==> src/rtl/int_fp_mac_if.sv <==
// Operand, configuration and result signals between a stream source/sink and int_fp_mac.
interface int_fp_mac_if;
  logic [15:0] in_a;
  logic [15:0] in_b;
  logic        in_valid_a;
  logic        in_valid_b;
  logic        config_en;
  logic        float_int;
  logic [15:0] data_num;
  logic        out_valid;
  logic [15:0] mac_out;

  modport master (
    output in_a, in_b, in_valid_a, in_valid_b, config_en, float_int, data_num,
    input  out_valid, mac_out
  );

  modport slave (
    input  in_a, in_b, in_valid_a, in_valid_b, config_en, float_int, data_num,
    output out_valid, mac_out
  );
endinterface

==> src/rtl/int_fp_mac.sv <==
// Multiply-accumulate engine, INT16 (40-bit accumulator, saturated output) or FP16
// (RNE, flush-to-zero). Pipeline: product at accept edge, accumulate one edge later,
// result register one edge after that. rst_n is an active-high asynchronous reset.
module int_fp_mac (
  input  logic        clk,
  input  logic        rst_n,
  int_fp_mac_if.slave bus
);

  localparam logic [15:0] FP_QNAN = 16'h7E00;
  localparam logic [14:0] FP_INF  = 15'h7C00;

  // FP16 multiply, round-to-nearest-even, subnormals in and out flushed to signed zero.
  function automatic logic [15:0] fp_mul(input logic [15:0] a, input logic [15:0] b);
    logic              sr, a_nan, b_nan, a_inf, b_inf, a_zero, b_zero;
    logic              g, st, up;
    logic [21:0]       p;
    logic [9:0]        m;
    logic [10:0]       mr;
    logic signed [7:0] e;
    logic [15:0]       res;
    sr     = a[15] ^ b[15];
    a_nan  = (&a[14:10]) & (|a[9:0]);
    b_nan  = (&b[14:10]) & (|b[9:0]);
    a_inf  = (&a[14:10]) & ~(|a[9:0]);
    b_inf  = (&b[14:10]) & ~(|b[9:0]);
    a_zero = ~(|a[14:10]);
    b_zero = ~(|b[14:10]);
    p = {11'd0, 1'b1, a[9:0]} * {11'd0, 1'b1, b[9:0]};
    e = $signed({3'b000, a[14:10]}) + $signed({3'b000, b[14:10]}) - 8'sd15;
    if (p[21]) begin
      m  = p[20:11];
      g  = p[10];
      st = |p[9:0];
      e  = e + 8'sd1;
    end else begin
      m  = p[19:10];
      g  = p[9];
      st = |p[8:0];
    end
    up = g & (st | m[0]);
    mr = {1'b0, m} + {10'd0, up};
    if (mr[10]) e = e + 8'sd1;
    if (a_nan | b_nan | (a_inf & b_zero) | (b_inf & a_zero)) res = FP_QNAN;
    else if (a_inf | b_inf)                                   res = {sr, FP_INF};
    else if (a_zero | b_zero)                                 res = {sr, 15'd0};
    else if (e >= 8'sd31)                                     res = {sr, FP_INF};
    else if (e <= 8'sd0)                                      res = {sr, 15'd0};
    else                                                      res = {sr, e[4:0], mr[9:0]};
    return res;
  endfunction

  // FP16 add with guard/round/sticky alignment, RNE, flush-to-zero on underflow.
  function automatic logic [15:0] fp_add(input logic [15:0] a, input logic [15:0] b);
    logic              a_nan, b_nan, a_inf, b_inf, a_zero, b_zero, stk, up;
    logic [15:0]       big, sml, res;
    logic [13:0]       mb, ms, x;
    logic [14:0]       sum;
    logic [4:0]        d;
    logic [10:0]       mr;
    logic signed [7:0] e;
    a_nan  = (&a[14:10]) & (|a[9:0]);
    b_nan  = (&b[14:10]) & (|b[9:0]);
    a_inf  = (&a[14:10]) & ~(|a[9:0]);
    b_inf  = (&b[14:10]) & ~(|b[9:0]);
    a_zero = ~(|a[14:10]);
    b_zero = ~(|b[14:10]);
    big = (a[14:0] >= b[14:0]) ? a : b;
    sml = (a[14:0] >= b[14:0]) ? b : a;
    mb  = {1'b1, big[9:0], 3'b000};
    ms  = {1'b1, sml[9:0], 3'b000};
    d   = big[14:10] - sml[14:10];
    stk = 1'b0;
    if (d >= 5'd14) begin
      ms = 14'd1;
    end else begin
      stk = |(ms & ((14'd1 << d) - 14'd1));
      ms  = (ms >> d) | {13'd0, stk};
    end
    e   = $signed({3'b000, big[14:10]});
    sum = 15'd0;
    if (big[15] == sml[15]) begin
      sum = {1'b0, mb} + {1'b0, ms};
      if (sum[14]) begin
        x = sum[14:1] | {13'd0, sum[0]};
        e = e + 8'sd1;
      end else begin
        x = sum[13:0];
      end
    end else begin
      x = mb - ms;
      for (int i = 0; i < 13; i++) begin
        if ((x != 14'd0) && !x[13]) begin
          x = x << 1;
          e = e - 8'sd1;
        end
      end
    end
    up = x[2] & ((|x[1:0]) | x[3]);
    mr = {1'b0, x[12:3]} + {10'd0, up};
    if (mr[10]) e = e + 8'sd1;
    if (a_nan | b_nan | (a_inf & b_inf & (a[15] ^ b[15]))) res = FP_QNAN;
    else if (a_inf)                                          res = {a[15], FP_INF};
    else if (b_inf)                                          res = {b[15], FP_INF};
    else if (a_zero & b_zero)                                res = {a[15] & b[15], 15'd0};
    else if (a_zero)                                         res = b;
    else if (b_zero)                                         res = a;
    else if (x == 14'd0)                                     res = 16'h0000;
    else if (e >= 8'sd31)                                    res = {big[15], FP_INF};
    else if (e <= 8'sd0)                                     res = {big[15], 15'd0};
    else                                                     res = {big[15], e[4:0], mr[9:0]};
    return res;
  endfunction

  function automatic logic [15:0] sat16(input logic [39:0] v);
    logic [15:0] res;
    if ($signed(v) > 40'sd32767)       res = 16'h7FFF;
    else if ($signed(v) < -40'sd32768) res = 16'h8000;
    else                               res = v[15:0];
    return res;
  endfunction

  logic        cfg_mode_q, cfg_mode_d;
  logic [15:0] cfg_num_q, cfg_num_d;
  logic [15:0] cnt_q, cnt_d;
  logic        pend_clr_q, pend_clr_d;
  logic        p_vld_q, p_vld_d;
  logic        p_last_q, p_last_d;
  logic        p_first_q, p_first_d;
  logic        p_mode_q, p_mode_d;
  logic [31:0] prod_q, prod_d;
  logic [39:0] acc_q, acc_d;
  logic        acc_mode_q, acc_mode_d;
  logic        o_pend_q, o_pend_d;
  logic        out_valid_q, out_valid_d;
  logic [15:0] mac_out_q, mac_out_d;

  logic        cfg_load, cfg_chg, accept;
  logic [31:0] a_sx, b_sx;

  // Accept stage: config load, pair counting, product formation.
  always_comb begin
    cfg_load   = bus.config_en && (cnt_q == 16'd0);
    cfg_mode_d = cfg_load ? bus.float_int : cfg_mode_q;
    cfg_num_d  = cfg_load ? bus.data_num : cfg_num_q;
    cfg_chg    = cfg_load && ((bus.float_int != cfg_mode_q) || (bus.data_num != cfg_num_q));
    accept     = bus.in_valid_a && bus.in_valid_b;
    a_sx       = {{16{bus.in_a[15]}}, bus.in_a};
    b_sx       = {{16{bus.in_b[15]}}, bus.in_b};
    prod_d     = cfg_mode_d ? {16'd0, fp_mul(bus.in_a, bus.in_b)} : (a_sx * b_sx);
    p_mode_d   = cfg_mode_d;
    p_vld_d    = accept;
    cnt_d      = cnt_q;
    p_last_d   = 1'b0;
    // First pair of a batch, or first pair after a config change, overwrites the accumulator.
    p_first_d  = cfg_chg || pend_clr_q || ((cfg_num_d != 16'd0) && (cnt_q == 16'd0));
    if (accept) begin
      if (cfg_num_d == 16'd0) begin
        p_last_d = 1'b1;
      end else if (cnt_q == cfg_num_d - 16'd1) begin
        cnt_d    = 16'd0;
        p_last_d = 1'b1;
      end else begin
        cnt_d = cnt_q + 16'd1;
      end
    end
    // A clear that lands with no pair must still take effect on the next product.
    if (accept)       pend_clr_d = 1'b0;
    else if (cfg_chg) pend_clr_d = 1'b1;
    else              pend_clr_d = pend_clr_q;
  end

  // Accumulate stage and output formatting.
  always_comb begin
    acc_d      = acc_q;
    acc_mode_d = acc_mode_q;
    if (p_vld_q) begin
      acc_mode_d = p_mode_q;
      if (p_mode_q)
        acc_d = {24'd0, p_first_q ? prod_q[15:0] : fp_add(acc_q[15:0], prod_q[15:0])};
      else
        acc_d = (p_first_q ? 40'd0 : acc_q) + {{8{prod_q[31]}}, prod_q};
    end else if (cfg_chg) begin
      acc_d = 40'd0;
    end
    o_pend_d    = p_vld_q && p_last_q;
    out_valid_d = o_pend_q;
    mac_out_d   = mac_out_q;
    if (o_pend_q) mac_out_d = acc_mode_q ? acc_q[15:0] : sat16(acc_q);
  end

  // Pipeline and configuration registers.
  always_ff @(posedge clk or posedge rst_n) begin
    if (rst_n) begin
      cfg_mode_q  <= 1'b0;
      cfg_num_q   <= 16'd0;
      cnt_q       <= 16'd0;
      pend_clr_q  <= 1'b0;
      p_vld_q     <= 1'b0;
      p_last_q    <= 1'b0;
      p_first_q   <= 1'b0;
      p_mode_q    <= 1'b0;
      prod_q      <= 32'd0;
      acc_q       <= 40'd0;
      acc_mode_q  <= 1'b0;
      o_pend_q    <= 1'b0;
      out_valid_q <= 1'b0;
      mac_out_q   <= 16'd0;
    end else begin
      cfg_mode_q  <= cfg_mode_d;
      cfg_num_q   <= cfg_num_d;
      cnt_q       <= cnt_d;
      pend_clr_q  <= pend_clr_d;
      p_vld_q     <= p_vld_d;
      p_last_q    <= p_last_d;
      p_first_q   <= p_first_d;
      p_mode_q    <= p_mode_d;
      prod_q      <= prod_d;
      acc_q       <= acc_d;
      acc_mode_q  <= acc_mode_d;
      o_pend_q    <= o_pend_d;
      out_valid_q <= out_valid_d;
      mac_out_q   <= mac_out_d;
    end
  end

  assign bus.out_valid = out_valid_q;
  assign bus.mac_out   = mac_out_q;

endmodule

==> src/flat_wrapper.sv <==
// flat-port wrapper written by rule: the top's interface ports become plain ports
module int_fp_mac_flat 
  (clk, rst_n, bus_in_a, bus_in_b, bus_in_valid_a, bus_in_valid_b, bus_config_en, bus_float_int, bus_data_num, bus_out_valid, bus_mac_out);
  int_fp_mac_if bus_i ();
  input  logic clk;
  input  logic rst_n;
  input wire logic [$bits(bus_i.in_a)-1:0] bus_in_a;
  input wire logic [$bits(bus_i.in_b)-1:0] bus_in_b;
  input wire logic [$bits(bus_i.in_valid_a)-1:0] bus_in_valid_a;
  input wire logic [$bits(bus_i.in_valid_b)-1:0] bus_in_valid_b;
  input wire logic [$bits(bus_i.config_en)-1:0] bus_config_en;
  input wire logic [$bits(bus_i.float_int)-1:0] bus_float_int;
  input wire logic [$bits(bus_i.data_num)-1:0] bus_data_num;
  output wire logic [$bits(bus_i.out_valid)-1:0] bus_out_valid;
  output wire logic [$bits(bus_i.mac_out)-1:0] bus_mac_out;
  assign bus_i.in_a = bus_in_a;
  assign bus_i.in_b = bus_in_b;
  assign bus_i.in_valid_a = bus_in_valid_a;
  assign bus_i.in_valid_b = bus_in_valid_b;
  assign bus_i.config_en = bus_config_en;
  assign bus_i.float_int = bus_float_int;
  assign bus_i.data_num = bus_data_num;
  assign bus_out_valid = bus_i.out_valid;
  assign bus_mac_out = bus_i.mac_out;
  int_fp_mac u_core (.clk(clk), .rst_n(rst_n), .bus(bus_i));
endmodule
==> config.mk <==
export PLATFORM = sky130hd
export DESIGN_NAME = int_fp_mac_flat
export DESIGN_NICKNAME = d
export VERILOG_FILES = /design/src/rtl/int_fp_mac_if.sv /design/src/rtl/int_fp_mac.sv /design/src/flat_wrapper.sv
export SDC_FILE = /design/constraint.sdc
export NUM_CORES = 2
export LEC_CHECK = 0
export ABC_AREA = 1
export CORE_ASPECT_RATIO = 1.25
export CORE_UTILIZATION = 66
export CTS_CLUSTER_DIAMETER = 40
export DETAILED_ROUTE_END_ITERATION = 10
export GPL_ROUTABILITY_DRIVEN = 1
export HOLD_SLACK_MARGIN = 0.15
export PLACE_DENSITY = 0.84
export REMOVE_ABC_BUFFERS = 1
export SLEW_MARGIN = 25
export SYNTH_ARGS = -nofsm -noshare
export SYNTH_HDL_FRONTEND = slang
export SYNTH_SLANG_ARGS = --single-unit
export TNS_END_PERCENT = 100
==> constraint.sdc <==
create_clock -name clk -period 15.3 [get_ports clk]
set_input_delay 1.53 -clock clk [delete_from_list [all_inputs] [get_ports clk]]
set_output_delay 1.53 -clock clk [all_outputs]
set_load 0.05 [all_outputs]
# After elaboration in Yosys (flattened, before gate mapping)
# Index checks and enable logic that the tools add are counted.
dict set report totals {
  romBits 0
  in_bits 54
  n_memories 0
  out_inout_bits 17
  word_cells 323
  ramBits 0
  latchBits 0
  register_bits 128
}
dict set report classes {
  n_shift 2
  addsub 28
  multipliers 2
  magnitude_cmp 8
  div_mod_pow 0
  bitwise_logic 39
  reduce_logical 72
  n_eq_ne 7
  n_mux 150
}
# cell count
set ops {}
lappend ops {{14-bit 2-to-1 mux} 56}
lappend ops {{8-bit 2-to-1 mux} 58}
lappend ops {{16-bit 2-to-1 mux} 16}
lappend ops {{14-bit nonzero test} 13}
lappend ops {{40-bit 2-to-1 mux} 4}
lappend ops {{8-bit by 2-bit subtractor with 8-bit output, second input constant} 12}
lappend ops {{15-bit 2-to-1 mux} 6}
lappend ops {{10-bit OR reduction} 5}
lappend ops {{40-bit adder} 1}
lappend ops {{40-bit by 16-bit > comparator with 1-bit output, second input constant} 1}
lappend ops {{40-bit by 16-bit less-than comparator with 1-bit output, second input constant} 1}
lappend ops {{16-bit zero test} 2}
lappend ops {{16-bit by 16-bit multiplier with 32-bit output} 1}
lappend ops {{32-bit 2-to-1 mux} 1}
lappend ops {{14-bit by 1-bit bitwise OR with 14-bit output} 2}
lappend ops {{8-bit by 2-bit adder with 8-bit output, second input constant} 3}
lappend ops {{10-bit by 1-bit adder with 11-bit output} 2}
lappend ops {{11-bit by 11-bit multiplier with 22-bit output} 1}
lappend ops {{5-bit AND reduction} 4}
lappend ops {{5-bit OR reduction} 4}
lappend ops {{1-bit logical AND} 18}
lappend ops {{16-bit by 1-bit adder with 16-bit output, second input constant} 1}
lappend ops {{1-bit AND} 16}
lappend ops {{16-bit equality test} 1}
lappend ops {{37 further kinds} 79}

# Longest topological paths before layout
dict set report depth {
  depth_word 110
  ltp_mapped 133
  mapped_depth_nobuf 127
}

# Least setup slack after synthesis
# OpenSTA, ideal clock, no wires.
dict set report synth_timing {
  path_type {reg2reg}
  from {reg u_core.prod_q[10]}
  to {reg u_core.acc_q[9]}
  setup_ns 0.117
  arrival_time_ns 13.291
  path_buffers 9
  required_ns 15.183
  period_less_slack_ns 13.407
  path_stages_with_launch 116
  setup_slack_ns 1.893
  path_cell_list {dfrtp_1 > inv_1 > ha_1 > buf_6 > nand2_1 > nor2_1 > nand2_1 > nor2_1 > nor2_1 > nand3_2 > nand2_1 > nand3_1 > ha_1 > clkbuf_1 > clkinv_1 > nand3_1 > nand2_1 > nand2_1 > [... 80 more ...] > o21ai_1 > inv_1 > ha_1 > nand2_1 > o21ai_1 > or2_1 > nor2_1 > nand3b_1 > nand2_1 > inv_2 > nand3_1 > nand2_1 > nand2_1 > nand2_1 > nand2_1 > nand2_1 > nand2_1 > nand2_1}
}
dict set report synth_between {
  elab_chain_cells 110
  elab_cells_between_ends 212
  cone_classes {add/sub (20); order compare (4); eq/ne (2); shift (2); mux (126); bitwise (13); reduce/logical (45)}
}
# element line_no
set synth_rtl {}
lappend synth_rtl {{from (decl)} int_fp_mac.sv:131} ;# logic [31:0] prod_q, prod_d;
lappend synth_rtl {{from (signal assigned)} int_fp_mac.sv:218} ;# prod_q <= prod_d;
lappend synth_rtl {{parallel branches: the longest is 110 deep, another holds 15-bit >= comparator} --}
lappend synth_rtl {{to (signal assigned)} int_fp_mac.sv:204} ;# acc_q <= 40'd0;
lappend synth_rtl {{to (signal assigned)} int_fp_mac.sv:219} ;# acc_q <= acc_d;
lappend synth_rtl {{to (decl)} int_fp_mac.sv:132} ;# logic [39:0] acc_q, acc_d;
# Several ways; the timed one is not identified. The select of a mux whose other input is x is not followed.
# A chain may end at the register's enable or synchronous reset.

# Worst setup path after layout
dict set report layout_timing {
  from {reg u_core.prod_q[3]}
  to {reg u_core.acc_q[2]}
}
# Same word-level chain as after synthesis.

==> impl_metrics.env <==
export IMPL_rows=87
export IMPL_drive_gt1_share_pct=8.24
export IMPL_crit_top_cell="nand2_1"
export IMPL_fillCellCount=3692
export IMPL_port_buffers=70
export IMPL_cp_max_fo=14
export IMPL_async_reset_ff_share_pct=100
export IMPL_grt_pass1_vias=28900
export IMPL_report_final_hold_viol_count=0
export IMPL_cts_tree="done"
export IMPL_grt_max_degree=75
export IMPL_synthFlopType="dfrtp_1"
export IMPL_track_usage_pct=35.5
export IMPL_setup_viol=0
export IMPL_worstSkewPairLatency_ns=0.43
export IMPL_slew_headroom_pct=35.2
export IMPL_path_class="reg -> reg"
export IMPL_max_freq_mhz=70.1
export IMPL_synth_edf_count=0
export IMPL_max_cap_violations=0
export IMPL_ant_nets=0
export IMPL_slowest_delay_ns=0.44
export IMPL_dr_total_vias=29000
export IMPL_hold_class="reg -> reg"
export IMPL_max_slew_worst_pin_slew_ns=0.947
export IMPL_cts_max_level=4
export IMPL_drc=0
export IMPL_clk_pin_slew_worst_paths_ns=0.07
export IMPL_insertedDiodeCount=0
export IMPL_die_w_um=194
export IMPL_drt_iter0_drc=1921
export IMPL_synth_most_common_cell="nand2_1"
export IMPL_dp_hpwl_um=66400
export IMPL_core_um2=45300
export IMPL_wl_met3_um=5290
export IMPL_wirelength_um=82600
export IMPL_viasPerCell=5.65
export IMPL_fin_crit_sh_pct=93.3
export IMPL_die_y_um=242
export IMPL_start_util_pct=67.0
export IMPL_syn_to_final_growth_pct=9.67
export IMPL_synthTopCellsByArea="fa_1, nand2_1, inv_1"
export IMPL_yosysTopAreaCell="fa_1"
export IMPL_place_congestion=1.02
export IMPL_drt_met1_wl_um=32000
export IMPL_antenna_found_initial=0
export IMPL_critPathLaunchType="flop"
export IMPL_cts_root_buf="clkbuf_16"
export IMPL_cts_buffers=17
export IMPL_synth_common_cells="nand2_1, inv_1, fa_1"
export IMPL_worst_ep_arrival_time_ns=14.65
export IMPL_place_area_um2=31900
export IMPL_post_drt_wl_per_cell_um=16.1
export IMPL_status="finished clean"
export IMPL_cts_sinks=128
export IMPL_synth_seq_cells=128
export IMPL_dr_pass1_iters=8
export IMPL_grt_pass1_wl_um=137000
export IMPL_dr_wl_met2_um=40800
export IMPL_final_nets=5198
export IMPL_final_area_um2=33300
export IMPL_clock_skew_ns=0.0113
export IMPL_grt_overflow=0
export IMPL_syn_avg_cell_area_um2=6.81
export IMPL_ys_seq_area_share_pct=10.6
export IMPL_netlist_instances=4458
export IMPL_drv_slew=0
export IMPL_die_area_um2=46900
export IMPL_io_pins=71
export IMPL_cts_buffer_depth=2
export IMPL_ys_warn_count=0
export IMPL_fin_crit_ns=14.27
export IMPL_synthesis_area_um2=30400
export IMPL_critPathSlowestCell="dfrtp_1"
export IMPL_endpoint_kind="flop"
export IMPL_maxUsedRoutingLayer="met4"
export IMPL_required_ns=15.68
export IMPL_synth_distinct_cells=66
export IMPL_synth_top_area_share_pct=22.8
-- cells by family (layout without fill, tap and decap cells) --
family | count (synthesis) | in the layout | share of synthesized area (%)
buffers and inverters | 1081 | 1182 | 13.8
flip-flops | 128 | 128 | 10.6
multiplexers | 4 | 4 | 0.132
AND/OR/NAND/NOR | 2004 | 2008 | 28.6
AO/OA/AOI/OAI | 476 | 476 | 8.92
XOR/XNOR | 171 | 171 | 4.96
adder cells (fa/ha/maj) | 594 | 594 | 33.0
-- layout by cell type (no fill, tap or decap), types with 6 or more instances in the layout --
cell type	n
a21oi_1	147
o21ai_2	13
ha_1	239
nor3b_1	8
o21ai_1	35
fa_1	345
buf_4	123
inv_1	912
nand3_1	292
nand2_1	1090
or2_2	16
nand2_8	6
nand3b_1	7
ha_4	8
clkinv_1	8
clkbuf_16	17
nand3_2	14
a211oi_1	6
o32ai_1	9
nor2_1	313
dfrtp_1	124
buf_6	6
nor2_4	10
nand2_4	17
o22ai_1	24
clkdlybuf4s50_1	70
o21ai_0	156
nand2_2	47
nor4_1	35
a21oi_2	6
xor2_1	114
inv_2	27
a31oi_1	11
o31ai_1	7
nand4_1	58
xnor2_1	56
o211ai_1	9
o21bai_1	17
nor3_1	50
nor2_2	24
-- routing by layer --
layer / GRT usage, % / vias up
met5: 0 / -
met4: 17.5 / 0
met3: 3.61 / 322
met2: 63.4 / 1173
met1: 42.5 / 13500
li1: - / 14000
-- registers in the layout, indices dropped and copies added, names as in the netlist --
register and flops:
u_core.acc_mode_q 1, u_core.acc_q 40, u_core.bus.mac_out 16, u_core.bus.out_valid 1, u_core.cfg_mode_q 1, u_core.cfg_num_q 16, u_core.cnt_q 16, u_core.o_pend_q 1
u_core.p_first_q 1, u_core.p_last_q 1, u_core.p_vld_q 1, u_core.pend_clr_q 1, u_core.prod_q 32
-- per-stage QoR --
step,hold slack [ns],std cells,setup TNS [ns],util (%),setup slack [ns]
floorplan,0.413,4327,0,-,0.994
global placement,0.425,5071,0,70.4,0.532
detailed placement,0.434,5071,0,70.4,0.232
CTS,0.458,5103,0,71.8,0.154
global route,0.491,5141,-2.38,73.5,-0.208
finish,0.459,5141,0,73.5,1.03
-- worst paths after layout --
check                            startpoint          endpoint  slack (ns)  cells after the start
max in group asynchronous             rst_n  u_core.prod_q[7]       12.57                      3
min                         u_core.p_last_q   u_core.o_pend_q        0.46                      2
min in group asynchronous             rst_n  u_core.acc_q[35]        1.56                      2
min reg2reg                 u_core.p_last_q   u_core.o_pend_q        0.46                      2
max reg2reg                u_core.prod_q[3]   u_core.acc_q[2]        1.03                    122
max                        u_core.prod_q[3]   u_core.acc_q[2]        1.03                    122
-- timing repair --
action,in CTS,in global routing
setup endpoints to repair,0,15
resized for setup,0,117
buffers inserted,0,34
hold buffers,0,0
-- layout make-up --
| cell class | count | area (um^2) | area share, % |
|---|---|---|---|
| Tap cell | 578 | 723 | 2.17 |
| Clock inverter | 12 | 171 | 0.515 |
| Multi-Input combinational cell | 3253 | 23400 | 70.4 |
| Timing Repair Buffer | 200 | 1700 | 5.10 |
| Clock buffer | 20 | 467 | 1.40 |
| Inverter | 950 | 3570 | 10.7 |
| Sequential cell | 128 | 3210 | 9.64 |
-- critical path, delay by kind of cell (launching register included) --
| family | cells | cell delay, ns |
|---|---|---|
| simple gates | 93 | 9.31 |
| fa+ha+maj | 9 | 2.17 |
| buf+inv | 13 | 1.44 |
| compound gates | 7 | 0.85 |
| flops | 1 | 0.44 |
Power is not shown: default switching activity piles up to over one toggle a cycle in this logic, so the estimate is an artifact.
